## src/rtl/sequence_presenter.sv

```systemverilog
// sequence_presenter: generates a four-digit LFSR challenge and presents it digit by digit on a tick schedule.
module sequence_presenter #(
    parameter int         TICK_DIV   = 3500000,
    parameter int         SHOW_TICKS = 4,
    parameter int         GAP_TICKS  = 1,
    parameter logic [7:0] SEED       = 8'hA5
) (
    input  logic        clk,
    input  logic        reset,
    input  logic        start,
    output logic [3:0]  digit,
    output logic        digit_valid,
    output logic [1:0]  digit_idx,
    output logic [15:0] seq,
    output logic        busy,
    output logic        done
);
    localparam int CW = $clog2(TICK_DIV);
    localparam int TW = $clog2((SHOW_TICKS > GAP_TICKS ? SHOW_TICKS : GAP_TICKS) + 1);
    localparam logic [CW-1:0] CNT_LAST  = CW'(TICK_DIV - 1);
    localparam logic [TW-1:0] SHOW_LAST = TW'(SHOW_TICKS - 1);
    localparam logic [TW-1:0] GAP_LAST  = TW'(GAP_TICKS - 1);

    typedef enum logic [2:0] {IDLE, LOAD, SHOW, GAP, DONE} state_t;

    state_t        state, state_n;
    logic [7:0]    lfsr;
    logic          start_d;
    logic [CW-1:0] cnt;
    logic [TW-1:0] ticks;
    logic [1:0]    idx_n;
    logic [3:0]    mapped;
    logic          rise, tick;

    always_comb begin
        rise    = start && !start_d;
        tick    = cnt == CNT_LAST;
        mapped  = lfsr[3:0] > 4'd9 ? lfsr[3:0] - 4'd10 : lfsr[3:0];
        state_n = state;
        case (state)
            IDLE, DONE: state_n = rise ? LOAD : state;
            LOAD:       state_n = digit_idx == 2'd3 ? SHOW : LOAD;
            SHOW:       state_n = tick && ticks == SHOW_LAST ? GAP : SHOW;
            GAP:        state_n = tick && ticks == GAP_LAST ? (digit_idx == 2'd3 ? DONE : SHOW) : GAP;
            default:    state_n = IDLE;
        endcase
        // digit_idx doubles as the LOAD slot pointer; it wraps 3->0 exactly when SHOW begins
        idx_n = (state_n == LOAD && state != LOAD) ? 2'd0 :
                (state == LOAD || (state == GAP && state_n == SHOW)) ? digit_idx + 2'd1 : digit_idx;
    end

    always_ff @(posedge clk) begin
        if (reset) begin
            state       <= IDLE;
            lfsr        <= SEED;
            start_d     <= 1'b0;
            cnt         <= '0;
            ticks       <= '0;
            seq         <= '0;
            digit       <= 4'd0;
            digit_valid <= 1'b0;
            digit_idx   <= 2'd0;
            busy        <= 1'b0;
            done        <= 1'b0;
        end else begin
            state       <= state_n;
            lfsr        <= {lfsr[6:0], lfsr[7] ^ lfsr[5] ^ lfsr[4] ^ lfsr[3]};
            start_d     <= start;
            cnt         <= (state_n != state || tick) ? '0 : cnt + 1'b1;
            ticks       <= state_n != state ? '0 : ticks + TW'(tick);
            if (state == LOAD) seq[{digit_idx, 2'b00} +: 4] <= mapped;
            digit_idx   <= idx_n;
            digit_valid <= state_n == SHOW;
            digit       <= state_n == SHOW ? seq[{idx_n, 2'b00} +: 4] : 4'd0;
            busy        <= state_n inside {LOAD, SHOW, GAP};
            done        <= state_n == DONE;
        end
    end
endmodule

```

## config.mk

```make
export PLATFORM = sky130hd
export DESIGN_NAME = sequence_presenter
export DESIGN_NICKNAME = d
export VERILOG_FILES = /design/src/rtl/sequence_presenter.sv
export SDC_FILE = /design/constraint.sdc
export NUM_CORES = 1
export LEC_CHECK = 0
export BUFFER_PORTS_ARGS = -buffer_cell sky130_fd_sc_hd__buf_2
export CAP_MARGIN = 10
export CORE_MARGIN = 4
export CORE_UTILIZATION = 52
export DETAILED_ROUTE_END_ITERATION = 12
export GPL_TIMING_DRIVEN = 0
export PLACE_DENSITY = 0.74
export SKIP_CTS_REPAIR_TIMING = 1
export SLEW_MARGIN = 20
export SYNTH_ARGS = -nofsm -noshare
export SYNTH_HDL_FRONTEND = slang
export SYNTH_SLANG_ARGS = --single-unit
```

## constraint.sdc

```tcl
create_clock -name clk -period 2.1 [get_ports clk]
set_input_delay 0.21 -clock clk [delete_from_list [all_inputs] [get_ports clk]]
set_output_delay 0.21 -clock clk [all_outputs]
set_load 0.02 [all_outputs]
```

# Yosys cells after proc, flatten, opt, wreduce, memory -nomap -nowiden
# Cells that the tools add are included.
[totals]
regBits = 62
out_inout_bits = 25
wordCells = 62
[op_classes]
n_addsub = 5
magnitude_cmp = 1
eq_ne = 13
n_shift = 3
n_mux = 10
bitwise = 4
n_reduce_logical = 15
[op_table]
columns = ["op", "count"]
rows = [
  ["$add 22x1->22 const B", 1],
  ["$eq 22x22->1 const B", 1],
  ["$bwmux 16", 1],
  ["$shift 4x6->16 const A", 1],
  ["$shiftx 16x5->4", 1],
  ["$shiftx 4x6->16", 1],
  ["$eq 3x2->1 const B", 5],
  ["$pmux 3 s4", 1],
  ["$mux 3", 3],
  ["$reduce_or 2->1", 4],
  ["$eq 3x1->1 const B", 2],
  ["$eq 3x3->1 const B", 2],
  ["$logic_not 3->1", 2],
  ["$mux 2", 3],
  ["$neg 4->6", 1],
  ["$logic_and 1x1->1", 5],
  ["$gt 4x4->1 const B", 1],
  ["$mux 4", 1],
  ["$sub 4x4->4 const B", 1],
  ["$add 3x1->3", 1],
  ["$ne 3x1->1 const B", 1],
  ["$ne 3x3->1", 1],
  ["$reduce_bool 3->1", 1],
  ["$xor 1x1->1", 3],
  ["other kinds (6)", 7],
]

# Depth between registers and ports, before layout
[logic_depth]
word_depth = 10
mapped_depth = 9
mapped_depth_nobuf = 9

# Least setup slack after synthesis
# Ideal clock, no wire load.
[synth_timing]
kind = "reg2reg"
from = "register digit_idx[0]"
to = "register digit[2]"
t_arrival_ns = 2.120
required_ns = 2.025
path_slack_ns = -0.094
stages_incl_launch_ff = 8
n_path_buf = 0
synth_period_minus_slack_ns = 2.194
cell_sequence = "dfxtp_1 -> ha_1 -> and2b_2 -> nand3_1 -> o31ai_1 -> mux2_2 -> or3b_1 -> o22ai_1"
[synth_via]
elab_chain_len = 10
elab_cells_between_ends = 16
[synth_lines]
columns = ["element", "line", "rtl"]
rows = [
  ["start, declared", "13", "output logic [1:0] digit_idx,"],
  ["start signal, assigned", "72", "digit_idx <= idx_n;"],
  ["$eq 2x2->1", "42, 44", ""],
  ["$mux 3 (2 in series)", "44", "GAP: state_n = tick && ticks == GAP_LAST ? (digit_idx == 2'd3 ? DONE : SHOW) : GAP;"],
  ["$pmux 3 s4", "40", "case (state)"],
  ["$eq 3x2->1", "49, 74", ""],
  ["$logic_and 1x1->1", "49", "(state == LOAD || (state == GAP && state_n == SHOW)) ? digit_idx + 2'd1 : digit_idx;"],
  ["$logic_or 1x1->1", "49", ""],
  ["$mux 2", "49", ""],
  ["$mux 2", "48", "idx_n = (state_n == LOAD && state != LOAD) ? 2'd0 :"],
  ["$shiftx 16x5->4", "74", "digit <= state_n == SHOW ? seq[{idx_n, 2'b00} +: 4] : 4'd0;"],
  ["end signal, assigned", "74", ""],
  ["end, declared", "11", "output logic [3:0] digit,"],
]
# Parallel ways exist; a longest one is shown, timed or not.
# A chain may end at the register's enable or synchronous reset.

# Final worst setup path
[layout_timing]
from = "register digit_idx[0]"
to = "register digit[1]"
# Same word-level chain as after synthesis.

==> qor.yml <==
status:
  status: "complete, but fails checks"
  violations: "negative setup slack"
finish:
  drive_gt1_frac: 0.309
  syn_to_final_growth_pct: 24.2
  design_area_sq_mm: 0.00349
  ff_latch_area_sq_mm: 0.00127
  fill_cells: 402
  nets: 367
  utilization: 0.675
  num_antenna_cells: 0
  multi_input_area_sq_mm: 0.00163
clock_network:
  cts_sinks: 62
  htree_levels: 3
  root_buffer: "clkbuf_8"
  cts.path.max_buffers: 2
  clk_pin_slew_ns: 0.07
  cts_tree: "done"
  cts_buffers: 9
  clock_latency_ns: 0.34
worst_hold_path:
  worstHoldPathType: "primary input to flip-flop"
global_route:
  grt_pass1_wl_mm: 9.58
  grt_pass1_vias: 2070
  antenna_found_initial: 0
  grt_usage: 0.186
  grt_start_max_net_pins: 11
  grt-ovfl-total: 0
routing:
  drt_iter0_drc: 137
  drt-total-wl_mm: 6.03
  post_drt_wl_per_cell_um: 14.1
  drc: 0
  routed_via_density: 5.35
  ant_nets: 0
  vias: 2294
  firstDrtPassIters: 4
placed_design:
  hpwlAfterDp_mm: 4.07
  place_congestion: 0.837
  placed_area_sq_mm: 0.00304
  dp_slack_ns: -0.213
  port_buffers: 27
worst_setup_path:
  crit_required_ns: 2.36
  slowest_delay_ns: 0.42
  path_max_fanout: 6
  setup.worst_path.end_class: "flip-flop"
  crit_path_top_delay_cell: "or3b_4"
  crit_type: "flip-flop to flip-flop"
  path_cells: "ha_4, and2b_2, nand3_2, o31ai_4, mux2_4, or3b_4, o22ai_1"
  cp.arrival_ns: 2.40
  cp-start-kind: "flip-flop"
logic_synthesis:
  async_reset_ff_frac: 0
  ys.flop_type: "dfxtp_1"
  syn_inst: 306
  yosysWarnings: 0
  ys_seq_area_frac: 0.442
  avgSynthCellArea_sq_um: 9.18
  yosysUniqueCellTypes: 50
  syn_nets: 319
  syn_area_sq_mm: 0.00281
  ys_ff_latch: 62
  synth_edf_count: 0
floorplanning:
  dieArea_sq_mm: 0.00664
  start_util: 0.543
  num_io_pins: 28
  placementRows: 26
  dieWidth_um: 81.5
  fp.dieH_um: 81.5
  coreArea_sq_mm: 0.00517
timing:
  fin_crit_ns: 2.13
  setup_viol: 2
  maxSlewViolCount: 0
  setup_tns_ns: -0.0572
  timing.fmax_ghz: 0.469
  finalHoldViolCount: 0
  tightest_slew_ns: 0.603
  setup_slack_ns: -0.0338
  period_share: 1.02
  slew_headroom: 0.594
  rsz0062_at_grt: "yes"
  finClkSkew_ns: 0.0113
power_and_ir_drop:
  ir_drop_v: 0.000449
  pwr_density_cell_mw_per_mm2: 714
  leakage_nw: 1.36
job:
  drv_cap: 0
## flip-flops by register name (all words and copies together), names as in the netlist
signal	cells
digit	4
cnt	22
lfsr	8
seq	16
ticks	3
state	3
start_d	1
digit_valid	1
digit_idx	2
busy	1
done	1
## synthesized netlist by cell type (all sizes together), types with 6 or more instances
cell | n | area share
a22oi | 16 | 0.043
dfxtp | 62 | 0.44
inv | 10 | 0.013
buf | 7 | 0.021
nor2b | 6 | 0.013
nand2 | 21 | 0.028
nand3 | 14 | 0.025
xor2 | 13 | 0.041
nor2 | 54 | 0.072
xnor2 | 10 | 0.031
mux2i | 8 | 0.028
nor3 | 8 | 0.018
a21oi | 6 | 0.011
ha | 10 | 0.045
## where the power goes
| group | switching (W) | total [W] | internal (W) | leakage (nW) |
|---|---|---|---|---|
| Combinational | 0.000159 | 0.000276 | 0.000117 | 0.749 |
| Sequential | 0.0000341 | 0.00124 | 0.00121 | 0.511 |
| Clock | 0.000435 | 0.000975 | 0.000540 | 0.0968 |
## final timing paths
| check | start | endpoint | slack, ns | cells past startpoint |
|---|---|---|---|---|
| setup reg to reg | digit_idx[0]$_SDFF_PP0_ | digit[1]$_SDFF_PP0_ | -0.03 | 7 |
| hold / removal | reset | start_d$_SDFF_PP0_ | 0.11 | 2 |
| setup / recovery | digit_idx[0]$_SDFF_PP0_ | digit[1]$_SDFF_PP0_ | -0.03 | 7 |
| hold reg to reg | lfsr[6]$_SDFF_PP0_ | lfsr[7]$_SDFF_PP1_ | 0.41 | 1 |
## layout by cell type (no fill, tap or decap), drive strengths merged, types with 2 or more instances in the layout
cell type,n
a31oi,4
or3,2
or3b,2
dfxtp,62
a211oi,2
nor4,4
o22ai,4
clkinv,4
nand3,14
nand4,4
or2,4
ha,10
xnor2,10
nand4bb,2
nor2,54
nand2b,3
inv,10
and2,2
nor4b,2
a21oi,6
a22oi,16
xor2,13
clkbuf,14
and4,3
o21ai,4
mux2i,8
and3,3
nor2b,6
buf,44
nand2,21
nor3,8
## final cells by class
| type | instances | area share |
|---|---|---|
| Inverter | 10 | 0.0108 |
| Tap cell | 70 | 0.0251 |
| Clock inverter | 5 | 0.0143 |
| Timing Repair Buffer | 38 | 0.0624 |
| Sequential cell | 62 | 0.363 |
| Multi-Input combinational cell | 224 | 0.468 |
| Clock buffer | 11 | 0.0376 |
| Buffer | 9 | 0.0186 |
## metrics by stage
stage          power [W]  hold WS (ns)  std cells
2_1_floorplan    0.00143         0.282        306
4_1_cts          0.00245         0.104        419
3_5_place_dp     0.00149         0.393        403
6_report         0.00249         0.109        429
3_3_place_gp     0.00148         0.396        403
5_1_grt          0.00259         0.125        429
## cell families (layout without fill, tap and decap cells)
logic type / after synthesis / after routing / share of synthesized area
flops: 62 / 62 / 0.442
xor+xnor: 23 / 23 / 0.0717
compound gates: 43 / 43 / 0.110
buf+inv: 20 / 73 / 0.0383
mux: 9 / 9 / 0.0325
simple gates: 139 / 139 / 0.261
fa+ha+maj: 10 / 10 / 0.0445
## layer usage
| metal | GRT usage | share of wire |
|---|---|---|
| met1 | 0.264 | 0.49 |
| met3 | 0.0570 | 0.050 |
| met5 | 0 | 0 |
| met4 | 0.0557 | 0.011 |
| met2 | 0.270 | 0.45 |
## critical path, delay by kind of cell, from the launching register on
| family | cells | cell delay (ns) |
|---|---|---|
| AND/OR/NAND/NOR | 3 | 0.79 |
| flip-flops | 1 | 0.38 |
| AO/OA/AOI/OAI | 2 | 0.37 |
| multiplexers | 1 | 0.34 |
| adder cells (fa/ha/maj) | 1 | 0.19 |
No activity file was read; power rests on OpenSTA's default activity.
